[src/rtl/imm_encoder_if.sv]
`default_nettype none
// ============================================================================
// imm_encoder_if : request/result handshake bundle for imm_encoder
// Rev 1.0
// ============================================================================
interface imm_encoder_if;
  logic        in_valid;
  logic        in_ready;
  logic [2:0]  in_type;
  logic [31:0] in_base;
  logic [31:0] in_imm;
  logic        out_valid;
  logic        out_ready;
  logic [31:0] out_instr;
  logic        out_err;

  // slave is the encoder side, master is the loader/consumer side
  modport slave (
    input  in_valid, in_type, in_base, in_imm, out_ready,
    output in_ready, out_valid, out_instr, out_err
  );

  modport master (
    output in_valid, in_type, in_base, in_imm, out_ready,
    input  in_ready, out_valid, out_instr, out_err
  );
endinterface
`default_nettype wire

[src/rtl/imm_encoder.sv]
`default_nettype none
// ============================================================================
// imm_encoder : 2-stage RISC-V immediate encoder (range check + bit scatter)
// Rev 1.0
// ============================================================================
module imm_encoder (
  input  wire logic        clk,
  input  wire logic        rstn,
  input  wire logic        clr,
  imm_encoder_if.slave     bus,
  output logic [15:0]      enc_cnt,
  output logic [15:0]      err_cnt
);

  localparam logic [2:0] TYPE_S  = 3'b001;
  localparam logic [2:0] TYPE_I  = 3'b010;
  localparam logic [2:0] TYPE_B  = 3'b011;
  localparam logic [2:0] TYPE_U  = 3'b100;
  localparam logic [2:0] TYPE_J  = 3'b101;
  localparam logic [2:0] TYPE_SH = 3'b110;

  logic        s1_valid;
  logic [2:0]  s1_type;
  logic [31:0] s1_base;
  logic [31:0] s1_imm;
  logic        s1_err;
  logic        s2_valid;
  logic [31:0] s2_instr;
  logic        s2_err;

  logic        in_err;
  logic [31:0] merged;
  logic        s1_adv;
  logic        accept;
  logic        out_xfer;

  assign s1_adv       = !s2_valid || bus.out_ready;
  assign bus.in_ready = !clr && (!s1_valid || s1_adv);
  assign accept       = bus.in_valid && bus.in_ready;
  assign out_xfer     = s2_valid && bus.out_ready;

  assign bus.out_valid = s2_valid;
  assign bus.out_instr = s2_instr;
  assign bus.out_err   = s2_err;

  // Range check happens on the raw request so stage 1 carries a ready-made flag
  always_comb begin
    in_err = 1'b1;
    case (bus.in_type)
      TYPE_I, TYPE_S: in_err = !((&bus.in_imm[31:11]) || !(|bus.in_imm[31:11]));
      TYPE_B:  in_err = !((&bus.in_imm[31:12]) || !(|bus.in_imm[31:12])) || bus.in_imm[0];
      TYPE_J:  in_err = !((&bus.in_imm[31:20]) || !(|bus.in_imm[31:20])) || bus.in_imm[0];
      TYPE_U:  in_err = |bus.in_imm[11:0];
      TYPE_SH: in_err = |bus.in_imm[31:5];
      default: in_err = 1'b1;
    endcase
  end

  // Erroneous requests pass the skeleton through untouched
  always_comb begin
    merged = s1_base;
    if (!s1_err) begin
      case (s1_type)
        TYPE_I:  merged = {s1_imm[11:0], s1_base[19:0]};
        TYPE_S:  merged = {s1_imm[11:5], s1_base[24:12], s1_imm[4:0], s1_base[6:0]};
        TYPE_B:  merged = {s1_imm[12], s1_imm[10:5], s1_base[24:12],
                           s1_imm[4:1], s1_imm[11], s1_base[6:0]};
        TYPE_U:  merged = {s1_imm[31:12], s1_base[11:0]};
        TYPE_J:  merged = {s1_imm[20], s1_imm[10:1], s1_imm[11], s1_imm[19:12],
                           s1_base[11:0]};
        TYPE_SH: merged = {s1_base[31:25], s1_imm[4:0], s1_base[19:0]};
        default: merged = s1_base;
      endcase
    end
  end

  always_ff @(posedge clk or negedge rstn) begin
    if (!rstn) begin
      s1_valid <= 1'b0;
      s1_type  <= 3'd0;
      s1_base  <= 32'd0;
      s1_imm   <= 32'd0;
      s1_err   <= 1'b0;
      s2_valid <= 1'b0;
      s2_instr <= 32'd0;
      s2_err   <= 1'b0;
      enc_cnt  <= 16'd0;
      err_cnt  <= 16'd0;
    end else if (clr) begin
      s1_valid <= 1'b0;
      s2_valid <= 1'b0;
      enc_cnt  <= 16'd0;
      err_cnt  <= 16'd0;
    end else begin
      if (accept) begin
        s1_valid <= 1'b1;
        s1_type  <= bus.in_type;
        s1_base  <= bus.in_base;
        s1_imm   <= bus.in_imm;
        s1_err   <= in_err;
      end else if (s1_adv) begin
        s1_valid <= 1'b0;
      end

      if (s1_adv) begin
        s2_valid <= s1_valid;
        if (s1_valid) begin
          s2_instr <= merged;
          s2_err   <= s1_err;
        end
      end

      if (out_xfer) begin
        enc_cnt <= enc_cnt + 16'd1;
        if (s2_err) begin
          err_cnt <= err_cnt + 16'd1;
        end
      end
    end
  end

endmodule
`default_nettype wire

[src/flat_wrapper.sv]
// flat-port wrapper written by rule: the top's interface ports become plain ports
module imm_encoder_flat 
  (clk, rstn, clr, enc_cnt, err_cnt, bus_in_valid, bus_in_type, bus_in_base, bus_in_imm, bus_out_ready, bus_in_ready, bus_out_valid, bus_out_instr, bus_out_err);
  imm_encoder_if bus_i ();
  input  wire logic clk;
  input  wire logic rstn;
  input  wire logic clr;
  output logic [15:0] enc_cnt;
  output logic [15:0] err_cnt;
  input wire logic [$bits(bus_i.in_valid)-1:0] bus_in_valid;
  input wire logic [$bits(bus_i.in_type)-1:0] bus_in_type;
  input wire logic [$bits(bus_i.in_base)-1:0] bus_in_base;
  input wire logic [$bits(bus_i.in_imm)-1:0] bus_in_imm;
  input wire logic [$bits(bus_i.out_ready)-1:0] bus_out_ready;
  output wire logic [$bits(bus_i.in_ready)-1:0] bus_in_ready;
  output wire logic [$bits(bus_i.out_valid)-1:0] bus_out_valid;
  output wire logic [$bits(bus_i.out_instr)-1:0] bus_out_instr;
  output wire logic [$bits(bus_i.out_err)-1:0] bus_out_err;
  assign bus_i.in_valid = bus_in_valid;
  assign bus_i.in_type = bus_in_type;
  assign bus_i.in_base = bus_in_base;
  assign bus_i.in_imm = bus_in_imm;
  assign bus_i.out_ready = bus_out_ready;
  assign bus_in_ready = bus_i.in_ready;
  assign bus_out_valid = bus_i.out_valid;
  assign bus_out_instr = bus_i.out_instr;
  assign bus_out_err = bus_i.out_err;
  imm_encoder u_core (.clk(clk), .rstn(rstn), .clr(clr), .bus(bus_i), .enc_cnt(enc_cnt), .err_cnt(err_cnt));
endmodule
[config.mk]
export PLATFORM = sky130hd
export DESIGN_NAME = imm_encoder_flat
export DESIGN_NICKNAME = d
export VERILOG_FILES = /design/src/rtl/imm_encoder_if.sv /design/src/rtl/imm_encoder.sv /design/src/flat_wrapper.sv
export SDC_FILE = /design/constraint.sdc
export NUM_CORES = 1
export LEC_CHECK = 0
export BUFFER_PORTS_ARGS = -buffer_cell sky130_fd_sc_hd__buf_2
export CAP_MARGIN = 20
export CORE_ASPECT_RATIO = 2
export CORE_MARGIN = 5
export CORE_UTILIZATION = 40
export DETAILED_ROUTE_END_ITERATION = 10
export PLACE_DENSITY = 0.63
export REMOVE_ABC_BUFFERS = 1
export SETUP_SLACK_MARGIN = 0.15
export SLEW_MARGIN = 20
export SYNTH_ARGS = -nofsm -noshare
export SYNTH_HDL_FRONTEND = slang
export SYNTH_SLANG_ARGS = --single-unit
export TNS_END_PERCENT = 10
[constraint.sdc]
create_clock -name clk -period 3.8 [get_ports clk]
set_input_delay 0.95 -clock clk [delete_from_list [all_inputs] [get_ports clk]]
set_output_delay 0.95 -clock clk [all_outputs]
set_load 0.03 [all_outputs]
==> run_summary.xml <==
<?xml version="1.0" encoding="UTF-8"?>
<metrics>
  <group name="synthesis">
    <metric name="yosysTopAreaCell" unit="">dfrtp_1</metric>
    <metric name="netlist_area_pre_place" unit="µm²">6113</metric>
    <metric name="ys_ff_latch" unit="">135</metric>
    <metric name="yosys_warning_total" unit="">0</metric>
    <metric name="syn-instance-count" unit="">538</metric>
    <metric name="synth_compound_gate_area_share" unit="%">9.374</metric>
    <metric name="yosysSeqAreaShare" unit="%">55.26</metric>
    <metric name="synth_mux_area_share" unit="%">17.11</metric>
    <metric name="synth.distinct_cells" unit="">41</metric>
    <metric name="synth.area.top_cells" unit="">dfrtp_1 55%, mux2_2 14%, o21ai_0 4.0%, nand2_1 3.4%, mux2i_1 3.1%</metric>
    <metric name="yosysTopAreaCellShare" unit="%">55.26</metric>
    <metric name="synthAdderAreaFrac" unit="%">0.4093</metric>
    <metric name="synth_async_sr_flop_share" unit="%">100.0</metric>
    <metric name="fraction_of_the_mapped_netlist_area_in_simple_logic_gates" unit="%">12.38</metric>
    <metric name="synth_enable_flop_cells" unit="">0</metric>
    <metric name="synth_top_family_by_area" unit="">multiplexers</metric>
    <metric name="post_synth.cell_area_avg" unit="µm²">11.36</metric>
    <metric name="post_synth_xor_area_fraction" unit="%">3.295</metric>
    <metric name="synth_ff_type" unit="">dfrtp_1</metric>
  </group>
  <group name="cts">
    <metric name="clk_latency" unit="ns">0.41</metric>
    <metric name="worst_setup_hold_path_clk_slew" unit="ns">0.05</metric>
    <metric name="number_of_hold_buffers_added_after_cts" unit="">0</metric>
    <metric name="clock_tree.root_cell" unit="">clkbuf_16</metric>
    <metric name="cts.repair_timing.setup_buffer_count" unit="">0</metric>
    <metric name="max-clock-path-buffers" unit="">2</metric>
    <metric name="cts_tree" unit="">built</metric>
    <metric name="h-tree-depth" unit="">4</metric>
    <metric name="tritoncts.num_buffers" unit="">17</metric>
    <metric name="clkSinkCount" unit="">135</metric>
    <metric name="cts_resized" unit="">0</metric>
  </group>
  <group name="sta">
    <metric name="final.hold.worst_slack" unit="ns">0.4711</metric>
    <metric name="maxSlewHeadroom" unit="%">29.79</metric>
    <metric name="max_slew.worst_pin.slew" unit="ns">1.049</metric>
    <metric name="final.period_utilization" unit="%">71.62</metric>
    <metric name="setup_viol" unit="">0</metric>
    <metric name="min_period" unit="ns">2.722</metric>
    <metric name="final_hold_vios" unit="">0</metric>
    <metric name="clock-skew-final" unit="ns">0.01234</metric>
    <metric name="slew_viol_final" unit="">0</metric>
    <metric name="fmax" unit="GHz">0.3674</metric>
    <metric name="grt_setup_unrepaired" unit="">false</metric>
    <metric name="finalSetupTns" unit="ns">0</metric>
  </group>
  <group name="run_status">
    <metric name="run_status" unit="">complete, no violations</metric>
  </group>
  <group name="floorplan">
    <metric name="die_height" unit="µm">184.8</metric>
    <metric name="core_footprint" unit="µm²">15130</metric>
    <metric name="dieArea" unit="µm²">18010</metric>
    <metric name="design.portCount" unit="">139</metric>
    <metric name="dieWidth" unit="µm">97.42</metric>
    <metric name="starting_density" unit="%">40.39</metric>
    <metric name="placementRows" unit="">64</metric>
  </group>
  <group name="route">
    <metric name="drt_pass1_iterations" unit="">4</metric>
    <metric name="drt_drc_violations_left" unit="">0</metric>
    <metric name="wire_per_inst" unit="µm">16.13</metric>
    <metric name="drtIter0Drc" unit="">167</metric>
    <metric name="via_per_inst" unit="">5.111</metric>
    <metric name="antenna_violating_nets_post_route" unit="">0</metric>
    <metric name="totalWireLength" unit="µm">14260</metric>
    <metric name="route.vias.total" unit="">4518</metric>
  </group>
  <group name="hold_path">
    <metric name="min_to" unit="">u_core.bus.out_instr[8]</metric>
    <metric name="hold_path.startpoint" unit="">u_core.bus.out_instr[8]</metric>
    <metric name="min_path_type" unit="">register to register</metric>
    <metric name="whs_path_depth" unit="">2</metric>
  </group>
  <group name="global_route">
    <metric name="grt_antenna_before_repair" unit="">0</metric>
    <metric name="grt_use_total" unit="%">16.43</metric>
    <metric name="largest_net_degree_at_the_start_of_global_routing" unit="">79</metric>
    <metric name="first_global_vias" unit="">4586</metric>
    <metric name="grt_overflow_total" unit="">0</metric>
    <metric name="first_pass_grt_wire_length" unit="µm">23820</metric>
  </group>
  <group name="finish">
    <metric name="multiInputGateArea" unit="µm²">2610</metric>
    <metric name="most-common-layout-cells" unit="">137 x buf_2, 135 x dfrtp_1, 76 x mux2_2, 55 x nand2_1, 49 x o21ai_0</metric>
    <metric name="layout-drive-gt1-share" unit="%">36.88</metric>
    <metric name="leading_cell_type_in_the_layout_fill_and_taps_excluded" unit="">buf_2</metric>
    <metric name="fillerInstances" unit="">1405</metric>
    <metric name="seqCellArea" unit="µm²">3378</metric>
    <metric name="area_delta_synth_final" unit="%">25.48</metric>
    <metric name="finalNonFillerCells" unit="">884</metric>
    <metric name="utilization_after_layout" unit="%">50.69</metric>
    <metric name="fin_nets" unit="">747</metric>
    <metric name="num_antenna_cells" unit="">0</metric>
  </group>
  <group name="power_and_ir_drop">
    <metric name="power_switching_share" unit="%">27.46</metric>
    <metric name="power_switching" unit="µW">1218</metric>
    <metric name="seq_power_share" unit="%">40.5</metric>
    <metric name="vdd_drop_max" unit="mV">0.3123</metric>
    <metric name="combPwrFrac" unit="%">17.1</metric>
    <metric name="leakagePower" unit="µW">0.003510</metric>
    <metric name="p_int" unit="µW">3218</metric>
    <metric name="power_frac_clock" unit="%">42.4</metric>
    <metric name="pwr_density_cell" unit="nW/µm²">578.2</metric>
  </group>
  <group name="setup_path">
    <metric name="crit-reg2reg-launch" unit="">u_core.s1_type[1]</metric>
    <metric name="worstPathMaxFanout" unit="">5</metric>
    <metric name="cp-end-kind" unit="">output port</metric>
    <metric name="r2r.worst_path.cells" unit="">4</metric>
    <metric name="crit_path_start_kind" unit="">input pin</metric>
    <metric name="r2r-end" unit="">u_core.bus.out_instr[16]</metric>
    <metric name="regToRegSetupSlack" unit="ns">1.49</metric>
    <metric name="worst-endpoint-required" unit="ns">2.85</metric>
    <metric name="worstSetupPathType" unit="">input pin to output port</metric>
    <metric name="critPathArrivalTime" unit="ns">1.77</metric>
  </group>
  <group name="placement">
    <metric name="detailed_place_hpwl" unit="µm">10120</metric>
    <metric name="numPlacedInstances" unit="">852</metric>
    <metric name="gpl.final_weighted_congestion" unit="">0.7651</metric>
    <metric name="port-buffer-count" unit="">138</metric>
  </group>
  <group name="flow_run">
    <metric name="max_cap_violations" unit="">0</metric>
  </group>
</metrics>
power by group through the flow:
| stage | clock [µW] | sequential (µW) | combinational (µW) |
|---|---|---|---|
| 6_report | 1880 | 1800 | 760 |
| 5_1_grt | 1990 | 1830 | 838 |
| 4_1_cts | 1920 | 1800 | 773 |
| 3_5_place_dp | 0 | 1820 | 771 |
| 3_3_place_gp | 0 | 1820 | 755 |
| 2_1_floorplan | 0 | 1970 | 317 |
worst max path at each step:
stage | start | to | slack [ns] | cells after the start
2_1_floorplan | bus_out_ready | u_core.s1_base[0] | 0.07 | 4
3_3_place_gp | bus_out_ready | u_core.s1_imm[6] | 1.06 | 5
3_5_place_dp | bus_out_ready | u_core.s1_err | 1.02 | 6
4_1_cts | bus_out_ready | bus_in_ready | 1.07 | 4
5_1_grt | bus_out_ready | bus_in_ready | 1.03 | 4
6_report | bus_out_ready | bus_in_ready | 1.08 | 4
sequential cells by signal, summed over array words and instances (netlist names), 3 cells and up:
register              count
u_core.s1_type            3
u_core.bus.out_instr     32
u_core.s1_base           32
u_core.err_cnt           16
u_core.s1_imm            32
u_core.enc_cnt           16
layout make-up:
cell class	count	area share, %
flip-flops and latches	135	44.04
multi-input cells	373	34.02
repair buffers	142	9.640
clock buffers	21	6.002
well taps	198	3.229
clock inverters	11	2.871
inverters	4	0.1957
kinds of logic after synthesis:
logic type | after synthesis
xor+xnor | 23
compound gates | 96
simple gates | 157
flops | 135
fa+ha+maj | 2
mux | 95
buf+inv | 30
synth_stat cells (2+ instances only):
cell type / count
dfrtp_1: 135
mux2_2: 76
nand2_1: 56
o21ai_0: 49
nor2_1: 37
mux2i_1: 19
a22oi_1: 18
a21oi_1: 16
xor2_1: 14
clkbuf_1: 12
nand4_1: 12
buf_2: 10
or3_1: 9
xnor2_1: 9
nand3_1: 7
nor2b_1: 7
nor3_1: 6
and3_1: 5
nor4_1: 5
inv_1: 4
and4_1: 3
o211ai_1: 3
or4_1: 3
and2_1: 2
buf_1: 2
buf_4: 2
ha_1: 2
o2111ai_1: 2
through the flow:
stage	instance area [µm²]	setup WS, ns	total power [µW]
2_1_floorplan	5996	0.06872	2288
3_3_place_gp	6990	1.062	2570
3_5_place_dp	6990	1.019	2595
4_1_cts	7671	1.075	4495
5_1_grt	7671	1.029	4656
6_report	7671	1.078	4436
worst max-delay path, stage by stage:
cell and delay (ns):
buf_2 0.11, nor2b_1 0.07, a21oi_1 0.35, buf_2 0.28
per-layer routing:
layer	track usage, %	vias to the layer above	share of wire [%]
li1	-	2208	-
met1	22.25	2155	45
met2	25.68	149	48
met3	4.523	6	5.9
met4	5.380	0	0.90
met5	0	-	0
(Power assumes the default switching activity.)
